===== config.mk =====
export PLATFORM = sky130hd
export DESIGN_NAME = onehot_dec_p_hem
export DESIGN_NICKNAME = d
export VERILOG_FILES = /design/src/rtl/hem_mux_pkg.sv /design/src/rtl/hem_mux_deglitch.sv /design/src/rtl/onehot_dec_p_hem.sv
export SDC_FILE = /design/constraint.sdc
export NUM_CORES = 1
export LEC_CHECK = 0
export ABC_AREA = 1
export BUFFER_PORTS_ARGS = -buffer_cell sky130_fd_sc_hd__buf_4
export CAP_MARGIN = 20
export CORE_ASPECT_RATIO = 1.25
export CORE_MARGIN = 2
export CORE_UTILIZATION = 27
export CTS_BUF_LIST = sky130_fd_sc_hd__clkbuf_4
export CTS_CLUSTER_SIZE = 10
export DETAILED_ROUTE_END_ITERATION = 8
export HOLD_SLACK_MARGIN = 0.08
export PLACE_DENSITY_LB_ADDON = 0.15
export SLEW_MARGIN = 20
export SYNTH_ARGS = -nofsm -noshare
export SYNTH_HDL_FRONTEND = slang
export SYNTH_SLANG_ARGS = --single-unit

===== constraint.sdc =====
create_clock -name clk -period 4.1 [get_ports clk]
set_clock_uncertainty 0.15 [all_clocks]
set_input_delay 0.41 -clock clk [delete_from_list [all_inputs] [get_ports clk]]
set_output_delay 0.41 -clock clk [all_outputs]
set_load 0.005 [all_outputs]

===== src/rtl/hem_mux_pkg.sv =====
// hem_mux_pkg: shared definitions for the hem POSFET mux control bus.
// The encode/decode helpers are shared with the taxel-side encoder so both
// ends agree on the active-low line mapping.
package hem_mux_pkg;

  // Mux configuration carried on the bus
  typedef enum logic [1:0] {
    CFG_LOCAL      = 2'd0,  // local POSFET only
    CFG_CONN       = 2'd1,  // connected taxel only
    CFG_CONN_LOCAL = 2'd2,  // connected + local
    CFG_OFF        = 2'd3   // off / default
  } hem_cfg_e;

  // Receive-side decoder states
  typedef enum logic [1:0] {
    ST_SETTLE = 2'd0,
    ST_STABLE = 2'd1,
    ST_FAULT  = 2'd2
  } hem_state_e;

  // Active-low line pair -> configuration; every code is legal
  function automatic hem_cfg_e hem_decode(input logic [1:0] n_code);
    case (n_code)
      2'b10:   return CFG_LOCAL;
      2'b01:   return CFG_CONN;
      2'b00:   return CFG_CONN_LOCAL;
      default: return CFG_OFF;
    endcase
  endfunction

  // Configuration -> active-low line pair
  function automatic logic [1:0] hem_encode(input hem_cfg_e cfg);
    case (cfg)
      CFG_LOCAL:      return 2'b10;
      CFG_CONN:       return 2'b01;
      CFG_CONN_LOCAL: return 2'b00;
      default:        return 2'b11;
    endcase
  endfunction

endpackage


===== src/rtl/hem_mux_deglitch.sv =====
// hem_mux_deglitch: registers the raw active-low bus and counts how many
// consecutive cycles it has held the same value. stable_o is asserted for
// the cycle whose upcoming edge completes STABLE_CYC repeats, so a consumer
// registering on stable_o updates exactly STABLE_CYC edges after the new
// code was first sampled.
module hem_mux_deglitch
  import hem_mux_pkg::*;
#(
  parameter int STABLE_CYC = 4
) (
  input  logic       clk,
  input  logic       rst_n,
  input  logic [1:0] din_i,
  output logic [1:0] sample_o,
  output logic       stable_o
);

  localparam int RW = $clog2(STABLE_CYC + 1);

  logic [1:0]    s_q;
  logic [RW-1:0] run_q, run_d;

  // Run length of the incoming value against the held sample, saturating
  always_comb begin
    run_d = run_q;
    if (din_i != s_q) begin
      run_d = '0;
    end else if (run_q != RW'(STABLE_CYC)) begin
      run_d = run_q + RW'(1);
    end
  end

  assign stable_o = (run_d == RW'(STABLE_CYC));
  assign sample_o = s_q;

  // Sample and run registers; the reset sample reads as the idle (off) code
  always_ff @(posedge clk) begin
    if (!rst_n) begin
      s_q   <= hem_encode(CFG_OFF);
      run_q <= '0;
    end else begin
      s_q   <= din_i;
      run_q <= run_d;
    end
  end

endmodule


===== src/rtl/onehot_dec_p_hem.sv =====
// onehot_dec_p_hem: receive-side decoder for the hem POSFET mux control bus.
// Deglitches the active-low lines, tracks the accepted configuration, posts
// configuration changes through a one-entry valid/ready buffer and flags a
// bus that fails to settle within SETTLE_TMO cycles.
// Optional: define ONEHOT_DEC_P_HEM_FAULT_CNT_EN to add the saturating
// fault_cnt output.
//
// state     | meaning
// ----------+-----------------------------------------------------------
// ST_SETTLE | waiting for a stable code, timeout counter running
// ST_STABLE | code accepted, cfg_valid high while the bus matches cfg_out
// ST_FAULT  | settle timeout hit, waiting for any stable code
module onehot_dec_p_hem
  import hem_mux_pkg::*;
#(
  parameter int STABLE_CYC = 4,
  parameter int SETTLE_TMO = 16,
  parameter int FCNT_W     = 8
) (
  input  logic             clk,
  input  logic             rst_n,
  input  logic [1:0]       n_mux_ctrl,
  output logic [1:0]       cfg_out,
  output logic             cfg_valid,
  output logic             evt_valid,
  input  logic             evt_ready,
  output logic [1:0]       evt_cfg,
  output logic             evt_ovf,
  output logic             fault,
  input  logic             fault_clr
`ifdef ONEHOT_DEC_P_HEM_FAULT_CNT_EN
  ,
  output logic [FCNT_W-1:0] fault_cnt
`endif
);

  localparam int TW = $clog2(SETTLE_TMO + 1);

  if (STABLE_CYC < 1 || SETTLE_TMO <= STABLE_CYC || FCNT_W < 1) begin : g_bad_params
    $error("onehot_dec_p_hem: need STABLE_CYC>=1, SETTLE_TMO>STABLE_CYC, FCNT_W>=1");
  end

  hem_state_e    state_q, state_d;
  logic [TW-1:0] tmo_q, tmo_d;
  hem_cfg_e      cfg_q, cfg_d;
  hem_cfg_e      last_q, last_d;
  logic          posted_q, posted_d;
  logic          evt_valid_q, evt_valid_d;
  hem_cfg_e      evt_cfg_q, evt_cfg_d;
  logic          ovf_q, ovf_d;
  logic          fault_q, fault_d;

  logic [1:0]    sample;
  logic          stable;
  hem_cfg_e      samp_cfg;
  logic          enter_stable;
  logic          enter_fault;
  logic          new_evt;
  logic          ovf_set;

  hem_mux_deglitch #(
    .STABLE_CYC(STABLE_CYC)
  ) u_deglitch (
    .clk     (clk),
    .rst_n   (rst_n),
    .din_i   (n_mux_ctrl),
    .sample_o(sample),
    .stable_o(stable)
  );

  assign samp_cfg = hem_decode(sample);

  // Next-state logic; stabilising in the same cycle as the timeout wins
  always_comb begin
    state_d      = state_q;
    tmo_d        = tmo_q;
    enter_stable = 1'b0;
    enter_fault  = 1'b0;
    case (state_q)
      ST_SETTLE: begin
        if (stable) begin
          state_d      = ST_STABLE;
          enter_stable = 1'b1;
          tmo_d        = '0;
        end else if (tmo_q == TW'(SETTLE_TMO - 1)) begin
          state_d     = ST_FAULT;
          enter_fault = 1'b1;
          tmo_d       = '0;
        end else begin
          tmo_d = tmo_q + TW'(1);
        end
      end
      ST_STABLE: begin
        if (samp_cfg != cfg_q) begin
          state_d = ST_SETTLE;
          tmo_d   = '0;
        end
      end
      ST_FAULT: begin
        if (stable) begin
          state_d      = ST_STABLE;
          enter_stable = 1'b1;
        end
      end
      default: begin
        state_d = ST_SETTLE;
        tmo_d   = '0;
      end
    endcase
  end

  // Accepted configuration and change-event detection on STABLE entry.
  // A dropped event still counts as posted so the same code is not re-posted.
  always_comb begin
    cfg_d    = cfg_q;
    last_d   = last_q;
    posted_d = posted_q;
    new_evt  = 1'b0;
    if (enter_stable) begin
      cfg_d    = samp_cfg;
      last_d   = samp_cfg;
      posted_d = 1'b1;
      new_evt  = !posted_q || (samp_cfg != last_q);
    end
  end

  // One-entry event buffer with sticky overflow and fault flags
  always_comb begin
    evt_valid_d = evt_valid_q;
    evt_cfg_d   = evt_cfg_q;
    ovf_set     = 1'b0;
    if (new_evt) begin
      if (!evt_valid_q || evt_ready) begin
        evt_valid_d = 1'b1;
        evt_cfg_d   = samp_cfg;
      end else begin
        ovf_set = 1'b1;
      end
    end else if (evt_valid_q && evt_ready) begin
      evt_valid_d = 1'b0;
    end
    ovf_d   = ovf_set     ? 1'b1 : (fault_clr ? 1'b0 : ovf_q);
    fault_d = enter_fault ? 1'b1 : (fault_clr ? 1'b0 : fault_q);
  end

  // State and datapath registers
  always_ff @(posedge clk) begin
    if (!rst_n) begin
      state_q     <= ST_SETTLE;
      tmo_q       <= '0;
      cfg_q       <= CFG_OFF;
      last_q      <= CFG_OFF;
      posted_q    <= 1'b0;
      evt_valid_q <= 1'b0;
      evt_cfg_q   <= CFG_LOCAL;
      ovf_q       <= 1'b0;
      fault_q     <= 1'b0;
    end else begin
      state_q     <= state_d;
      tmo_q       <= tmo_d;
      cfg_q       <= cfg_d;
      last_q      <= last_d;
      posted_q    <= posted_d;
      evt_valid_q <= evt_valid_d;
      evt_cfg_q   <= evt_cfg_d;
      ovf_q       <= ovf_d;
      fault_q     <= fault_d;
    end
  end

`ifdef ONEHOT_DEC_P_HEM_FAULT_CNT_EN
  logic [FCNT_W-1:0] fcnt_q, fcnt_d;

  // Saturating fault counter; a new fault alongside a clear leaves it at one
  always_comb begin
    fcnt_d = fcnt_q;
    if (enter_fault) begin
      if (fault_clr) begin
        fcnt_d = FCNT_W'(1);
      end else if (!(&fcnt_q)) begin
        fcnt_d = fcnt_q + FCNT_W'(1);
      end
    end else if (fault_clr) begin
      fcnt_d = '0;
    end
  end

  // Fault counter register
  always_ff @(posedge clk) begin
    if (!rst_n) begin
      fcnt_q <= '0;
    end else begin
      fcnt_q <= fcnt_d;
    end
  end

  assign fault_cnt = fcnt_q;
`endif

  assign cfg_out   = cfg_q;
  assign cfg_valid = (state_q == ST_STABLE);
  assign evt_valid = evt_valid_q;
  assign evt_cfg   = evt_cfg_q;
  assign evt_ovf   = ovf_q;
  assign fault     = fault_q;

endmodule


== Word level (Yosys, flattened, before mapping) ==
Index checks and enable logic that the tools add are counted.

* Bits of input ports: 6
* Register bits after elaboration: 20
* Output and inout bits: 8
* Logic and storage cells: 67

* $add $sub $neg: 2
* Mux-type cells: 26
* Eq/ne operators: 13
* Reductions and logical operators: 15
* Bitwise gates (word level): 1

{| class="wikitable"
|+ Operator list
! kind !! count
|-
| two-way mux 5 bit || 3
|-
| case mux 5 bit (3 select lines) || 1
|-
| two-way mux 1 bit || 14
|-
| case mux 2 bit (3 select lines) || 2
|-
| two-way mux 2 bit || 4
|-
| two-way mux 3 bit || 2
|-
| != test 3 bit (second input constant) || 2
|-
| AND reduction 2 bit || 3
|-
| nonzero test 2 bit || 3
|-
| adder 5 x 1 -> 5 bit (second input constant) || 1
|-
| == test 5 x 4 -> 1 bit (second input constant) || 1
|-
| == test 2 x 1 -> 1 bit (second input constant) || 2
|-
| == test 2 bit (second input constant) || 2
|-
| logical NOT 2 bit || 2
|-
| != test 2 x 1 -> 1 bit (second input constant) || 2
|-
| != test 2 bit || 2
|-
| adder 3 x 1 -> 3 bit (second input constant) || 1
|-
| == test 3 bit (second input constant) || 1
|-
| AND reduction 3 bit || 1
|-
| logical NOT 1 bit || 2
|-
| logical OR 1 bit || 2
|-
| != test 2 bit (second input constant) || 1
|-
| OR reduction 2 bit || 1
|-
| logical AND 1 bit || 1
|-
| NOT 1 bit || 1
|}

== Longest topological paths before layout ==
Gate-level depths: netlist of run 1.

* Depth after elaboration: 9
* Depth in mapped cells: 11
* Depth with buffers taken out: 11

== Cells and area by module ==
From an unflattened synthesis of run 1, not the netlist that was laid out.

* Cell total of the unflattened synthesis: 138
* Area, all modules: 1012.2 µm²

{| class="wikitable"
|+ By module, submodules not included
! module !! sequential area each (µm²) !! area each (µm²) !! times used !! cells an instance
|-
| onehot_dec_p_hem || 300.3 || 732.0 || 1 || 99
|-
| hem_mux_deglitch || 100.1 || 280.3 || 1 || 39
|}

== Worst setup path after synthesis of run 1 ==
Ideal clock, no wire load.

* Path kind: reg2reg
* From: register u_deglitch.run_q[0]
* To: register last_q[1]
* Stages on the path, launching flop included: 11
* Path buffers: 0
* Setup time: 0.122 ns
* Required time: 3.828 ns
* Slack: 2.415 ns
* Clock period less this slack: 1.685 ns
* Arrival time: 1.412 ns
* Path through: dfxtp_1 inv_1 ha_1 nand2_2 nand2_1 nand2_1 nand4_4 nor2_8 inv_2 nand2_1 o211ai_2

* Word-level cells in the longest chain between the ends: 6
* Elaborated cells between the ends (all ways): 7
* Classes of those cells: add/sub: 1; eq/ne: 2; mux: 4

{| class="wikitable"
|+ Ends and longest elaborated chain
! what !! RTL line !! RTL
|-
| from (decl) || hem_mux_deglitch.sv:21 || <nowiki>logic [RW-1:0] run_q, run_d;</nowiki>
|-
| from (signal assigned) || hem_mux_deglitch.sv:43 || <nowiki>run_q <= run_d;</nowiki>
|-
| adder 3 x 1 -> 3 bit / != test 3 bit (equally long branches) || hem_mux_deglitch.sv:29, hem_mux_deglitch.sv:28 ||
|-
| two-way mux 3 bit (*) || hem_mux_deglitch.sv:28 || <nowiki>end else if (run_q != RW'(STABLE_CYC)) begin</nowiki>
|-
| two-way mux 3 bit (*) || hem_mux_deglitch.sv:26 || <nowiki>if (din_i != s_q) begin</nowiki>
|-
| == test 3 bit (*) || hem_mux_deglitch.sv:33 || <nowiki>assign stable_o = (run_d == RW'(STABLE_CYC));</nowiki>
|-
| two-way mux 1 bit (*) || onehot_dec_p_hem.sv:81, onehot_dec_p_hem.sv:100 ||
|-
| two-way mux 1 bit (*) || n/a ||
|-
| to (signal assigned) || onehot_dec_p_hem.sv:162 || <nowiki>last_q <= last_d;</nowiki>
|-
| to (decl) || onehot_dec_p_hem.sv:46 || <nowiki>hem_cfg_e last_q, last_d;</nowiki>
|}

Mark *: on every way between the ends. The rest lies on a longest branch, timed or not.
A chain may end at the register's enable or synchronous reset.

== Worst setup path in the final report of run 1 ==
Same ends and word-level chain as after synthesis.

==> metrics.txt, run 1 <==
number of diodes 0; share of cells above drive strength 1 0.191; share of the yosys chip area belonging to registers 0.385; Vias 874; EDFF count, synth 0; TNS Setup 0 ns; Least-Margin Pin Slew 0.466 ns; clock tree buffer depth 2; # setup viols final 0; first-pass GRT wire length 3.55 mm; register area 400 sq um; static leakage 0.000528 uW; IO Port Bufs 13; Core ar. 0.00375 sq mm; pwr dens 281 mW/mm^2; Via-to-Cell Ratio 4.44; clock sink count 20; Layout area overhead 16.3%; Placer Congestion 0.754; CTS tree built; crit path cell chain inv_1 -> ha_1 -> nand2_2 -> nand2_1 -> nand2_1 -> nand4_4 -> nor2_8 -> inv_2 -> nand2_1 -> o211ai_2; reg2reg start u_deglitch.run_q[0]; Yosys cell types 26; min-delay src n_mux_ctrl[0]; Clk network pwr share 0.292; RR Endpoint last_q[1]; clk root buf clkbuf_4; endpoint of the worst hold path u_deglitch.sample_o[0]; Die ar. 0.00437 sq mm; P_int 250 uW; DR iter-0 viols 21; Hold Crit Class in2reg; Initial Utilization 0.277; slowest cell on the critical path dfxtp_1; # IOs 14; row count 25; largest net degree at the start of global routing 15; Final Hold Fails 0; Yosys reg bits 20; most frequent cells in the layout 32 x nand2_1, 21 x inv_1, 20 x dfxtp_1; hold depth 3; Sw Ratio 0.267; Congestion Overflow GR 0; DR DRC count 0; commonest non-fill, non-tap cell in the layout nand2_1; Post-CTS Setup Repair Bufs 0; CP Depth 10; Synth Flop Type dfxtp_1; R2R Setup Slk 2.22 ns; Comb power frac 0.113; Die X 59.5 um; period utilization 0.459; synthesized area 0.00104 sq mm; average cell area after synthesis 7.38 sq um; Largest delay share family, worst path simple AND/OR/NAND/NOR gates; CP startpoint kind flip-flop; Fmax 0.532 GHz; Slew headroom 0.689; GRT Overall Usage 0.107; die span in y 73.4 um; fin. max-slew vios 0; Nets 169; Critical Path AT 1.93 ns; WP data required 4.15 ns; H-Tree Depth 1; Routed Antenna Nets 0; hold bufs inserted after CTS 0; Clk Latency, worst-skew pair 0.30 ns; Clock transition at path regs 0.12 ns; Worst R2R Path Depth 10; RSZ-0062 raised after global routing no; final WL 2.09 mm; Crit Path Max Fanout 8; vias in the first global route 832; YS warnings 0; area of the multi-input gates 542 sq um; crit path time final 1.88 ns; post-detail-place hpwl 1.62 mm; DP Area 0.00118 sq mm; most frequent CP cell nand2_1; wire length per cell 10.6 um; Syn Inst Count 141; initial antenna violation count 0; switching pwr 91.0 uW; final instance area 0.00121 sq mm; Async SR Flop Fraction 0; sequential cell fraction of total power 0.596; Resized Gates After CTS 0; status complete, no violations; WP buf/inv 2; 1st-pass router iterations 4; Max Cap Viol 0; total CTS buffers 3; critical path capture point type flip-flop; Syn Nets 152; filler instances 416; slowest stage delay, CP 0.40 ns; Peak VDD IR 123 uV; WS Path Type reg2reg
==> worst reg2reg max path, delay by kind of cell, from the launching register on <==
family | cells | cell delay, ns
AOI/OAI and AO/OA | 1 | 0.07
adders and majority gates | 1 | 0.25
buffers and inverters | 2 | 0.16
DFF | 1 | 0.40
and+or+nand+nor | 6 | 0.75
==> kinds of logic (layout without fill, tap and decap cells) <==
kind of cell	Yosys count	count (layout)	share of synthesized area
AOI/OAI and AO/OA	16	16	0.0938
xor gates and xnor gates	3	3	0.0252
adders and majority gates	5	5	0.0601
buffers and inverters	26	42	0.0949
DFF	20	20	0.385
and+or+nand+nor	71	71	0.341
==> sequential cells by signal (all words and copies together), names as in the netlist <==
name / cells
tmo_q: 5
fault: 1
last_q: 2
state_q: 2
evt_ovf: 1
u_deglitch.run_q: 3
posted_q: 1
evt_cfg: 2
u_deglitch.sample_o: 2
evt_valid: 1
==> synth_stat cells, types with 2 or more instances <==
master | n | area (sq um)
nand2_1 | 32 | 120
dfxtp_1 | 20 | 400
nor3_1 | 3 | 15.0
nor2_1 | 12 | 45.0
inv_2 | 3 | 11.3
xnor2_1 | 2 | 17.5
o21ai_0 | 2 | 10.0
nand3_1 | 10 | 50.1
a21oi_1 | 10 | 50.1
nand4_1 | 7 | 43.8
ha_1 | 5 | 62.6
inv_1 | 21 | 78.8
==> metrics by stage <==
| stage | util | setup slack, ns | total power [uW] | hold slack, ns | cells |
|---|---|---|---|---|---|
| after floorplan | - | 2.42 | 235 | 0.291 | 141 |
| after global placement | 0.316 | 2.31 | 246 | 0.307 | 193 |
| after detailed placement | 0.316 | 2.24 | 246 | 0.309 | 193 |
| after CTS | 0.323 | 2.22 | 347 | 0.141 | 197 |
| after global routing | 0.323 | 2.04 | 360 | 0.153 | 197 |
| final | 0.323 | 2.22 | 341 | 0.150 | 197 |
==> area by class of cell <==
class / instances / share of cell area
flip-flops and latches: 20 / 0.331
repair buffers: 13 / 0.0806
inverters: 25 / 0.0785
clock inverters: 1 / 0.00310
well taps: 40 / 0.0413
multi-input cells: 95 / 0.447
clock buffers: 3 / 0.0186
==> worst max-delay path by stage <==
stage,slack [ns],endpoint,from
floorplan,2.42,last_q[1],u_deglitch.run_q[0]
global placement,2.31,last_q[1],u_deglitch.run_q[0]
detailed placement,2.24,last_q[1],u_deglitch.run_q[0]
CTS,2.22,last_q[1],u_deglitch.run_q[0]
global route,2.04,evt_cfg[1],u_deglitch.run_q[0]
finish,2.22,last_q[1],u_deglitch.run_q[0]
==> layer usage <==
metal / up-vias / track usage / part of all wire
met5: - / 0 / 0
met4: 0 / 0.0370 / 0.0096
met3: 2 / 0.0211 / 0.021
met2: 7 / 0.181 / 0.48
met1: 380 / 0.132 / 0.48
li1: 485 / - / -
==> power groups by stage <==
stage | clock network [uW] | logic (uW) | registers, uW
after global placement | 0 | 38.7 | 207
after detailed placement | 0 | 38.9 | 208
after global routing | 112 | 44.4 | 204
after CTS | 105 | 39.3 | 203
final | 99.4 | 38.4 | 203
after floorplan | 0 | 27.9 | 207
(Power assumes the default switching activity.)
==> inputs of run 2 (changes only) <==
ABC_AREA = 0   (was 1)
clock period = 1.6 ns   (was 4.1 ns; I/O delays follow)
==> metrics.txt, run 2 <==
WS Path Type reg2reg; pwr dens 760 mW/mm^2; YS warnings 0; average cell area after synthesis 9.03 sq um; R2R Setup Slk -0.34 ns; post-synth top area cell dfxtp_1; RSZ-0062 raised after global routing yes; EDFF count, synth 0; Routed Antenna Nets 0; status finished with violations; post-detail-place hpwl 1.68 mm; final WL 2.22 mm; IO Port Bufs 13; P_int 871 uW; share of the yosys chip area belonging to registers 0.403; Yosys cell types 36; largest net degree at the start of global routing 13; Slew headroom 0.756; Max Cap Viol 0; Final Worst Setup Slack -0.338 ns; slowest stage delay, CP 0.39 ns; wire length per cell 12.0 um; Peak VDD IR 594 uV; Comb power frac 0.163; Vias 864; Least-Margin Pin Slew 0.366 ns; Yosys reg bits 20; Layout area overhead 49.7%; crit path cell chain inv_2 -> ha_4 -> or3_4 -> a211o_1 -> and4_4 -> and2_4 -> a31o_1; Synth area leaders dfxtp_1 40%, ha_1 6.3%, nor2_1 5.7%; Die ar. 0.00418 sq mm; sequential cell fraction of total power 0.471; Critical Path AT 2.00 ns; Crit Path Max Fanout 3; fin. max-slew vios 0; WP buf/inv 1; Worst R2R Path Depth 7; Congestion Overflow GR 0; H-Tree Depth 1; share of the synthesized area in the top cell type 0.403; endpoint of the worst hold path tmo_q[4]; Clk Latency, worst-skew pair 0.30 ns; Clk network pwr share 0.366; DR DRC count 0; Syn Nets 121; initial antenna violation count 0; final core utilization 0.423; top post-synthesis cells by count 20 x dfxtp_1, 15 x nor2_1, 10 x nand2_1; static leakage 0.000579 uW; vias in the first global route 911; slowest cell on the critical path dfxtp_4; die span in y 71.8 um; GRT Overall Usage 0.124; crit path time final 1.94 ns; critical path capture point type flip-flop; switching pwr 260 uW; clock sink count 20; row count 24; Sw Ratio 0.230; most frequent cells in the layout 28 x buf_4, 16 x dfxtp_1, 14 x nor2_1; Worst Hold Slack 0.293 ns; DR iter-0 viols 40; Largest delay share family, worst path simple AND/OR/NAND/NOR gates; reg2reg start u_deglitch.sample_o[1]; Most flops, register tmo_q; clk root buf clkbuf_4; CP startpoint kind flip-flop; hold depth 2; commonest non-fill, non-tap cell in the layout buf_4; share of cells above drive strength 1 0.422; min-delay src tmo_q[4]; period utilization 1.21; RR Endpoint evt_cfg[0]; CTS tree built; number of diodes 0; first-pass GRT wire length 4.01 mm; # IOs 14; Die X 58.3 um; WP data required 1.66 ns; max FFs per register 5; Synth Flop Type dfxtp_1; Nets 159; count leader, synth dfxtp_1; Async SR Flop Fraction 0; synthesized area 993 sq um; Hold Crit Class reg2reg; Regs by FF count tmo_q: 5 flops, u_deglitch.run_q: 3 flops; Initial Utilization 0.283; Via-to-Cell Ratio 4.65; # setup viols final 15; Placer Congestion 0.721; Core ar. 0.00351 sq mm; clock tree buffer depth 2; 1st-pass router iterations 4; Clock transition at path regs 0.12 ns; violated checks setup timing; total CTS buffers 3; Fmax 0.516 GHz; Syn Inst Count 110; Final Hold Fails 0
==> run 2: cell count changes after synthesis, moves of 2 or more <==
cell / before / now
nand2_1: 32 / 10
inv_1: 21 / 6
nand3_1: 10 / 2
nand4_1: 7 / 0
nand2b_1: 0 / 5
inv_2: 3 / 0
mux2i_1: 0 / 3
nand3b_1: 0 / 3
nor2_1: 12 / 15
xor2_1: 1 / 4
and3_1: 0 / 2
==> run 2: how the worst max path moves through the flow <==
| stage | startpoint | endpoint | slack, ns | depth (start not counted) |
|---|---|---|---|---|
| 6_report | u_deglitch.sample_o[1] | evt_cfg[0] | -0.34 | 7 |
| 5_1_grt | u_deglitch.sample_o[0] | tmo_q[2] | -0.40 | 7 |
| 4_1_cts | u_deglitch.sample_o[1] | evt_cfg[0] | -0.34 | 6 |
| 3_5_place_dp | u_deglitch.run_q[1] | last_q[1] | -0.42 | 7 |
| 3_3_place_gp | u_deglitch.run_q[1] | last_q[0] | -0.37 | 7 |
| 2_1_floorplan | u_deglitch.run_q[0] | last_q[0] | -0.29 | 8 |
==> run 2: worst min-delay path, stage by stage, from the launching register on <==
cell	delay, ns
dfxtp_1	0.33
nand2_1	0.05
nor2_1	0.03
==> run 2: cell type report <==
cell class | count | area [sq um]
timing repair buffer | 36 | 292
sequential | 20 | 410
clock buffer | 3 | 22.5
inverter | 6 | 25.0
tap | 39 | 48.8
multi-input combinational | 81 | 659
fill | 358 | 2030
clock inverter | 1 | 30.0
==> run 2: logic make-up (layout without fill, tap and decap cells) <==
| logic type | after synthesis | in the layout | synth area share |
|---|---|---|---|
| XOR/XNOR | 5 | 5 | 0.0441 |
| flip-flops | 20 | 20 | 0.403 |
| buffers and inverters | 9 | 46 | 0.0378 |
| multiplexers | 3 | 3 | 0.0302 |
| AND/OR/NAND/NOR | 48 | 48 | 0.254 |
| adder cells (fa/ha/maj) | 5 | 5 | 0.0630 |
| AO/OA/AOI/OAI | 20 | 20 | 0.168 |
==> run 2: power by group through the flow <==
stage          registers (uW)  clock network [uW]  logic, uW
2_1_floorplan             540                   0       95.0
3_3_place_gp              541                   0        146
3_5_place_dp              541                   0        148
4_1_cts                   531                 426        171
5_1_grt                   535                 456        206
6_report                  533                 414        184
==> run 2: stage by stage <==
stage | total power (uW) | cell area (sq um) | worst slack (ns) | cells | setup TNS [ns]
2_1_floorplan | 635 | 1040 | -0.286 | 110 | -2.74
3_3_place_gp | 687 | 1260 | -0.370 | 171 | -4.58
3_5_place_dp | 690 | 1260 | -0.419 | 171 | -5.07
4_1_cts | 1130 | 1430 | -0.344 | 183 | -3.97
5_1_grt | 1200 | 1490 | -0.402 | 186 | -5.42
6_report | 1130 | 1490 | -0.338 | 186 | -4.03
==> run 2: layer usage <==
| layer | GRT usage | part of all wire |
|---|---|---|
| met5 | 0 | 0 |
| met4 | 0.0465 | 0.0099 |
| met3 | 0.0181 | 0.016 |
| met1 | 0.140 | 0.43 |
| met2 | 0.231 | 0.54 |
==> run 2: timing repair <==
item                       in CTS  in global routing
pin swaps                       6                  7
setup endpoints to repair      15                 15
gates resized for setup        10                  8
hold endpoints to repair        9                  0
hold buffers                    7                  0
cloned                          0                  0
buffers inserted                1                  3
